<file path="src/rtl/nn_pkg.sv">
// Shared constants and types for the neural-network host port.
package nn_pkg;

    localparam int NN_ADDR_W = 6;

    localparam logic [1:0] OP_WRITE  = 2'b00;
    localparam logic [1:0] OP_START  = 2'b01;
    localparam logic [1:0] OP_CLRERR = 2'b10;
    localparam logic [1:0] OP_NOP    = 2'b11;

    typedef enum logic [1:0] {
        IDLE = 2'd0,
        LEN  = 2'd1,
        DATA = 2'd2
    } state_t;

endpackage

</file>
<file path="src/rtl/nn_strb_sync.sv">
// Two-flop synchronizer for the asynchronous host strobe, followed by a
// registered copy used to produce one-cycle rise and fall pulses.
module nn_strb_sync (
    input  logic clk,
    input  logic rst,
    input  logic strb_async,
    output logic rise,
    output logic fall
);

    logic meta;
    logic sync;
    logic prev;

    // Synchronizer chain plus the previous-value flop for edge detection
    always_ff @(posedge clk) begin
        if (rst) begin
            meta <= 1'b0;
            sync <= 1'b0;
            prev <= 1'b0;
        end else begin
            meta <= strb_async;
            sync <= meta;
            prev <= sync;
        end
    end

    assign rise = sync & ~prev;
    assign fall = ~sync & prev;

endmodule

</file>
<file path="src/rtl/nn_host_port.sv">
// Host byte protocol front end: decodes framed command bytes into core
// register writes and start pulses, and latches core results for the pads.
module nn_host_port
    import nn_pkg::*;
#(
    parameter int ADDR_W = NN_ADDR_W
) (
    input  logic              clk,
    input  logic              rst,
    input  logic              ena,
    input  logic [7:0]        host_data,
    input  logic              host_strb,
    output logic              host_ack,
    output logic              ld_we,
    output logic [ADDR_W-1:0] ld_addr,
    output logic [7:0]        ld_data,
    output logic              start,
    input  logic              core_busy,
    input  logic [7:0]        core_res,
    input  logic              core_res_vld,
    output logic [7:0]        dout,
    output logic              err
);

    logic              strb_rise;
    logic              strb_fall;
    state_t            state;
    logic [7:0]        count;
    logic [ADDR_W-1:0] addr;

    nn_strb_sync u_sync (
        .clk        (clk),
        .rst        (rst),
        .strb_async (host_strb),
        .rise       (strb_rise),
        .fall       (strb_fall)
    );

    // Frame FSM: one byte is consumed per synchronized strobe rise; the
    // write and start strobes are single-cycle pulses launched with the ack
    always_ff @(posedge clk) begin
        if (rst) begin
            state    <= IDLE;
            count    <= 8'd0;
            addr     <= '0;
            host_ack <= 1'b0;
            ld_we    <= 1'b0;
            ld_addr  <= '0;
            ld_data  <= 8'd0;
            start    <= 1'b0;
            err      <= 1'b0;
        end else begin
            ld_we <= 1'b0;
            start <= 1'b0;
            if (strb_fall) begin
                host_ack <= 1'b0;
            end
            if (strb_rise && ena) begin
                host_ack <= 1'b1;
                case (state)
                    IDLE: begin
                        case (host_data[7:6])
                            OP_WRITE: begin
                                addr  <= ADDR_W'(host_data[5:0]);
                                state <= LEN;
                            end
                            OP_START: begin
                                if (!core_busy) begin
                                    start <= 1'b1;
                                end else begin
                                    err <= 1'b1;
                                end
                            end
                            OP_CLRERR: err <= 1'b0;
                            default: ;
                        endcase
                    end
                    LEN: begin
                        if (host_data == 8'd0) begin
                            state <= IDLE;
                        end else begin
                            count <= host_data;
                            state <= DATA;
                        end
                    end
                    DATA: begin
                        ld_we   <= 1'b1;
                        ld_addr <= addr;
                        ld_data <= host_data;
                        addr    <= addr + ADDR_W'(1);
                        count   <= count - 8'd1;
                        if (count == 8'd1) begin
                            state <= IDLE;
                        end
                    end
                    default: state <= IDLE;
                endcase
            end
        end
    end

    // Result latch runs independently of the host-side frame handling
    always_ff @(posedge clk) begin
        if (rst) begin
            dout <= 8'd0;
        end else if (core_res_vld) begin
            dout <= core_res;
        end
    end

endmodule
</file>
<file path="config.mk">
export PLATFORM = sky130hd
export DESIGN_NAME = nn_host_port
export DESIGN_NICKNAME = d
export VERILOG_FILES = /design/src/rtl/nn_pkg.sv /design/src/rtl/nn_strb_sync.sv /design/src/rtl/nn_host_port.sv
export SDC_FILE = /design/constraint.sdc
export NUM_CORES = 1
export LEC_CHECK = 0
export ABC_CLOCK_PERIOD_IN_PS = 1700
export CAP_MARGIN = 30
export CORE_MARGIN = 2
export CORE_UTILIZATION = 36
export DETAILED_ROUTE_END_ITERATION = 8
export GPL_ROUTABILITY_DRIVEN = 0
export SLEW_MARGIN = 20
export SYNTH_ARGS = -nofsm -noshare
export SYNTH_HDL_FRONTEND = slang
export SYNTH_SLANG_ARGS = --single-unit
</file>
<file path="constraint.sdc">
create_clock -name clk -period 1.7 [get_ports clk]
set_input_delay 0.17 -clock clk [delete_from_list [all_inputs] [get_ports clk]]
set_output_delay 0.17 -clock clk [all_outputs]
set_load 0.05 [all_outputs]
</file>
==> run_results.csv, run 1 <==
group,metric,value,unit
synthesis,syn_area,0.00208,mm2
die,ioPinCount,48,
flow_run,maxCapViolations,0,
final_layout,diodes,0,
run_status,status,"completed",
routing,route.detailed.drc,0,
die,die_h,80.1,um
timing,holdWs,0.423,ns
timing,max_freq,612,MHz
final_layout,final_common_cell,"dfxtp_1",
timing,clock_skew,0.00333,ns
clock_network,cts_setup_buffers,0,
timing,timing.final.crit_period,1.64,ns
final_layout,instances_no_fill,385,
die,dieArea,0.00641,mm2
power,p_leak,0.00102,uW
final_layout,multiInputGateArea,0.00110,mm2
placed_design,port_buffers,47,
final_layout,nFillCells,545,
worst_hold_path,hold_class,"input port to flop",
die,core_area,0.00554,mm2
timing,setup_viol,0,
clock_network,h-tree-depth,2,
clock_network,cts_sinks,45,
routing,routed_wl,5650,um
final_layout,regArea,901,um2
routing,wl_per_cell,14.7,um
clock_network,clockBufferDepth,2,
synthesis,synth_ff_type,"dfxtp_1",
clock_network,cts_hold_buffers,0,
synthesis,synth_top_area_share,43.2,%
clock_network,cts_tree,"yes",
final_layout,fin_nets,339,
clock_network,clk_latency,0.29,ns
grt,grt.total_usage,18.0,%
setup_path,cp_data_arrival_time,1.82,ns
clock_network,cts_resized,0,
timing,worst_slack,0.0647,ns
synthesis,yosysWarnings,0,
timing,setup-tns-final,0,ns
setup_path,startpoint_type,"input port",
timing,fin_crit_sh,96.2,%
synthesis,synth_edf_count,0,
setup_path,end_kind,"flop",
grt,grt_max_degree,19,
synthesis,synthTopCellsByArea,"dfxtp_1 43%, a21oi_1 7.4%, nand2_1 7.2%",
timing,worst_slew_pin_slew,0.507,ns
final_layout,fin_util,51.5,%
final_layout,drive_above_1_share,12.8,%
grt,antenna_found_initial,0,
timing,relSlewSlack,66.1,%
power,peakVddDrop,0.351,mV
routing,firstDrtPassIters,4,
die,rows,27,
final_layout,final_cell_mix,"45 x dfxtp_1, 44 x clkdlybuf4s50_1, 40 x nand2_1, 31 x a21oi_1, 27 x buf_4",
clock_network,numCtsBuffers,5,
setup_path,worstPathRequired,1.89,ns
routing,drt_first_iter_violations,109,
timing,rsz0062_at_grt,"false",
setup_path,path_max_fanout,7,
die,start_util,37.6,%
synthesis,syn_nets,274,
synthesis,async_reset_ff_share,0,%
timing,hold_viol_final,0,
routing,ant_nets,0,
routing,via_count,2050,
grt,grt_pass1_wl,8960,um
placed_design,dpl.hpwl,4250,um
power,p_per_area,675,mW/mm2
final_layout,syn_to_final_growth,37.1,%
placed_design,dp_slack,-0.230,ns
die,die_w,80.1,um
clock_network,cts_root_buffer,"clkbuf_8",
setup_path,path_class,"input port to flop",
clock_network,clk_pin_slew,0.08,ns
timing,slew_viol_final,0,
synthesis,synth_cells,249,
synthesis,synth_seq_cells,45,
synthesis,synth_cell_types,47,
routing,vias_per_cell,5.32,
synthesis,synth_area_leader_cell,"dfxtp_1",
placed_design,dp_cells,379,
synthesis,yosysSeqAreaShare,43.2,%
synthesis,syn_area_per_cell,8.37,um2
grt,grt.overflow.total,0,
grt,grt_pass1_vias,1865,
==> cell families (layout without fill, tap and decap cells) <==
family	after synthesis	in the layout	synth area share, %
buffers and inverters	21	85	4.02
muxes	8	8	3.84
adders and majority gates	3	3	1.80
DFF	45	45	43.2
AOI/OAI and AO/OA	71	71	22.7
and+or+nand+nor	101	101	24.4
==> worst paths after layout <==
check	from	end	cells after the start	slack (ns)
worst max-delay path	host_data[0]	count[7]	5	0.06
worst min-delay path	host_strb	u_sync.meta	2	0.42
worst max register to register	state[0]	addr[1]	5	0.14
worst min register to register	u_sync.meta	u_sync.sync	1	0.44
==> layout make-up <==
cell class / count / share of cell area (%)
clock buffer: 5 / 2.41
clock inverter: 1 / 0.175
inverter: 7 / 0.920
multi-input combinational: 183 / 38.6
sequential: 45 / 31.6
tap: 72 / 3.16
timing repair buffer: 72 / 23.2
==> metal layers <==
layer | global-route usage [%] | share of wire, %
met5 | 0 | 0
met1 | 25.2 | 47
met3 | 3.37 | 5.3
met4 | 6.78 | 1.1
met2 | 27.4 | 47
==> report_power, final <==
part	internal [uW]	switching [uW]
logic	112	124
clock network	271	341
registers	1070	10.2
==> sequential cells by signal, indices dropped and copies added (netlist names), 2 cells and up <==
register,cells
state,2
ld_data,8
count,8
addr,6
dout,8
ld_addr,6
==> critical path, cell delays in order <==
cell and delay (ns):
clkdlybuf4s50_1 0.50, or4_4 0.59, o21bai_4 0.21, a221oi_1 0.12, o221a_1 0.23
==> Yosys cell counts, types with 4 or more instances <==
master    number
a21oi_1       31
buf_2          4
clkbuf_1      10
dfxtp_1       45
inv_1          7
mux2i_1        8
nand2_1       40
nand2b_1       6
nor2_1        15
nor2b_1        4
nor3_1        10
nor4_1         6
o21ai_0        8
==> metrics by stage <==
step	cell area, um2	power (uW)
2_1_floorplan	2080	1210
3_3_place_gp	2780	1340
3_5_place_dp	2780	1340
4_1_cts	2850	1950
5_1_grt	2860	2010
6_report	2860	1930
No activity file was read; power rests on OpenSTA's default activity.
==> run 2, diff against run 1 <==
--- a/config.mk
+++ b/config.mk
@@ -8,9 +8,10 @@
 export ABC_CLOCK_PERIOD_IN_PS = 1700
 export CAP_MARGIN = 30
 export CORE_MARGIN = 2
-export CORE_UTILIZATION = 36
+export CORE_UTILIZATION = 49
 export DETAILED_ROUTE_END_ITERATION = 8
 export GPL_ROUTABILITY_DRIVEN = 0
+export PLACE_DENSITY = 0.78
 export SLEW_MARGIN = 20
 export SYNTH_ARGS = -nofsm -noshare
 export SYNTH_HDL_FRONTEND = slang
==> run_results.csv, run 2 (synthesized netlist as in run 1, its figures left out) <==
group,metric,value,unit
final_layout,largestRegisters,"count: 8 flops, dout: 8 flops, ld_data: 8 flops",
setup_path,path_class,"flop to flop",
setup_path,path_max_fanout,7,
placed_design,placed_area,0.00274,mm2
die,start_util,51.3,%
placed_design,dpl.hpwl,4200,um
timing,relSlewSlack,58.5,%
power,peakVddDrop,0.513,mV
grt,antenna_found_initial,0,
timing,rsz0062_at_grt,"false",
die,dieArea,0.00479,mm2
die,ioPinCount,48,
setup_path,worstRegToRegCells,4,
setup_path,reg2reg_from,"count[3]",
timing,fin_crit_sh,97.0,%
die,core_area,0.00406,mm2
routing,ant_nets,0,
timing,timing.final.crit_period,1.65,ns
setup_path,r2r_setup_slack,0.05,ns
routing,drt_first_iter_violations,147,
timing,worst_slew_pin_slew,0.618,ns
clock_network,clk_pin_slew,0.09,ns
die,rows,23,
worst_hold_path,hold_depth,2,
flow_run,maxCapViolations,0,
timing,max_freq,607,MHz
grt,grt_pass1_vias,2033,
power,p_leak,0.00102,uW
final_layout,syn_to_final_growth,36.2,%
timing,slew_viol_final,0,
final_layout,fin_nets,339,
grt,grt_max_degree,20,
worst_hold_path,hold_start,"host_strb",
clock_network,cts_sinks,45,
worst_hold_path,hold_class,"input port to flop",
grt,grt_pass1_wl,9250,um
routing,via_count,2120,
power,power.total,1980,uW
timing,setup_viol,0,
routing,route.detailed.drc,0,
final_layout,instances_no_fill,365,
clock_network,cts_setup_buffers,0,
routing,routed_wl,5460,um
clock_network,cts_tree,"yes",
clock_network,numCtsBuffers,5,
final_layout,final_common_cell,"clkdlybuf4s50_1",
die,die_h,69.2,um
grt,grt.total_usage,23.2,%
clock_network,clk_latency,0.29,ns
timing,clock_skew,0.00582,ns
routing,vias_per_cell,5.81,
final_layout,fin_util,69.9,%
grt,grt.overflow.total,0,
routing,wl_per_cell,14.9,um
setup_path,startpoint_type,"flop",
power,p_per_area,698,mW/mm2
timing,worst_slack,0.0512,ns
setup_path,cp_data_arrival_time,1.89,ns
clock_network,h-tree-depth,2,
setup_path,reg2reg_to,"count[7]",
timing,hold_viol_final,0,
routing,firstDrtPassIters,4,
run_status,status,"completed",
final_layout,diodes,0,
placed_design,dp_cells,357,
placed_design,port_buffers,47,
final_layout,fin_area,0.00284,mm2
final_layout,drive_above_1_share,12.7,%
setup_path,end_kind,"flop",
die,die_w,69.2,um
worst_hold_path,hold_end,"u_sync.meta",
placed_design,dp_slack,-0.224,ns
clock_network,clockBufferDepth,2,
final_layout,final_cell_mix,"46 x clkdlybuf4s50_1, 45 x dfxtp_1, 40 x nand2_1, 31 x a21oi_1, 26 x buf_4",
clock_network,cts_root_buffer,"clkbuf_8",
setup_path,worstPathRequired,1.94,ns
[run 2: cell count changes in the layout (fill, tap and decap cells not counted)]
cell             change
buf_4                -1
clkdlybuf4s50_1      +2
clkinv_4             +2
buf_12               -1
[run 2: final cells by class]
type	count	area (um2)
fillers	326	1220
multi-input cells	183	1100
flip-flops and latches	45	901
repair buffers	72	656
clock buffers	5	68.8
well taps	50	62.6
inverters	7	26.3
clock inverters	3	22.5
[run 2: stage by stage]
step / TNS, ns / hold WS, ns
floorplan: 0 / 0.247
global placement: -1.08 / 0.419
detailed placement: -1.28 / 0.430
CTS: 0 / 0.420
global route: 0 / 0.452
finish: 0 / 0.421
[run 2: repair_timing]
action                     in CTS  in global routing
hold buffers                    0                  0
gates resized for setup         0                  1
setup endpoints to repair       0                  1
[run 2: power breakdown]
group / internal, uW / leakage, uW / total (uW) / switching [uW]
clock: 292 / 0.0000481 / 663 / 371
combinational: 111 / 0.000607 / 237 / 125
sequential: 1070 / 0.000365 / 1080 / 10.5
[run 2: worst max-delay path by stage]
stage                       startpoint    endpoint  slack, ns  cells past startpoint
after floorplan            u_sync.prev  ld_addr[0]       0.29                      6
after global placement    host_data[2]    count[7]      -0.19                      5
after detailed placement  host_data[2]    count[5]      -0.22                      5
after CTS                      dout[2]     dout[2]       0.06                      1
after global routing      host_data[2]    count[5]       0.02                      5
final                         count[3]    count[7]       0.05                      4
[run 2: critical path, stage by stage (launching register included)]
cell and delay [ns]:
dfxtp_1 0.37, nor4_1 0.59, nand2_1 0.12, a221oi_1 0.28, o221a_1 0.23
[run 2: per-layer routing]
metal  GRT usage, %  up-vias  wire [um]  part of all wire, %
met1           29.2      980       2300                   42
met5              0        -          0                    0
met3           4.65       11        430                  7.9
met4           7.63        0         91                  1.7
li1               -     1030          -                    -
met2           39.7       99       2630                   48
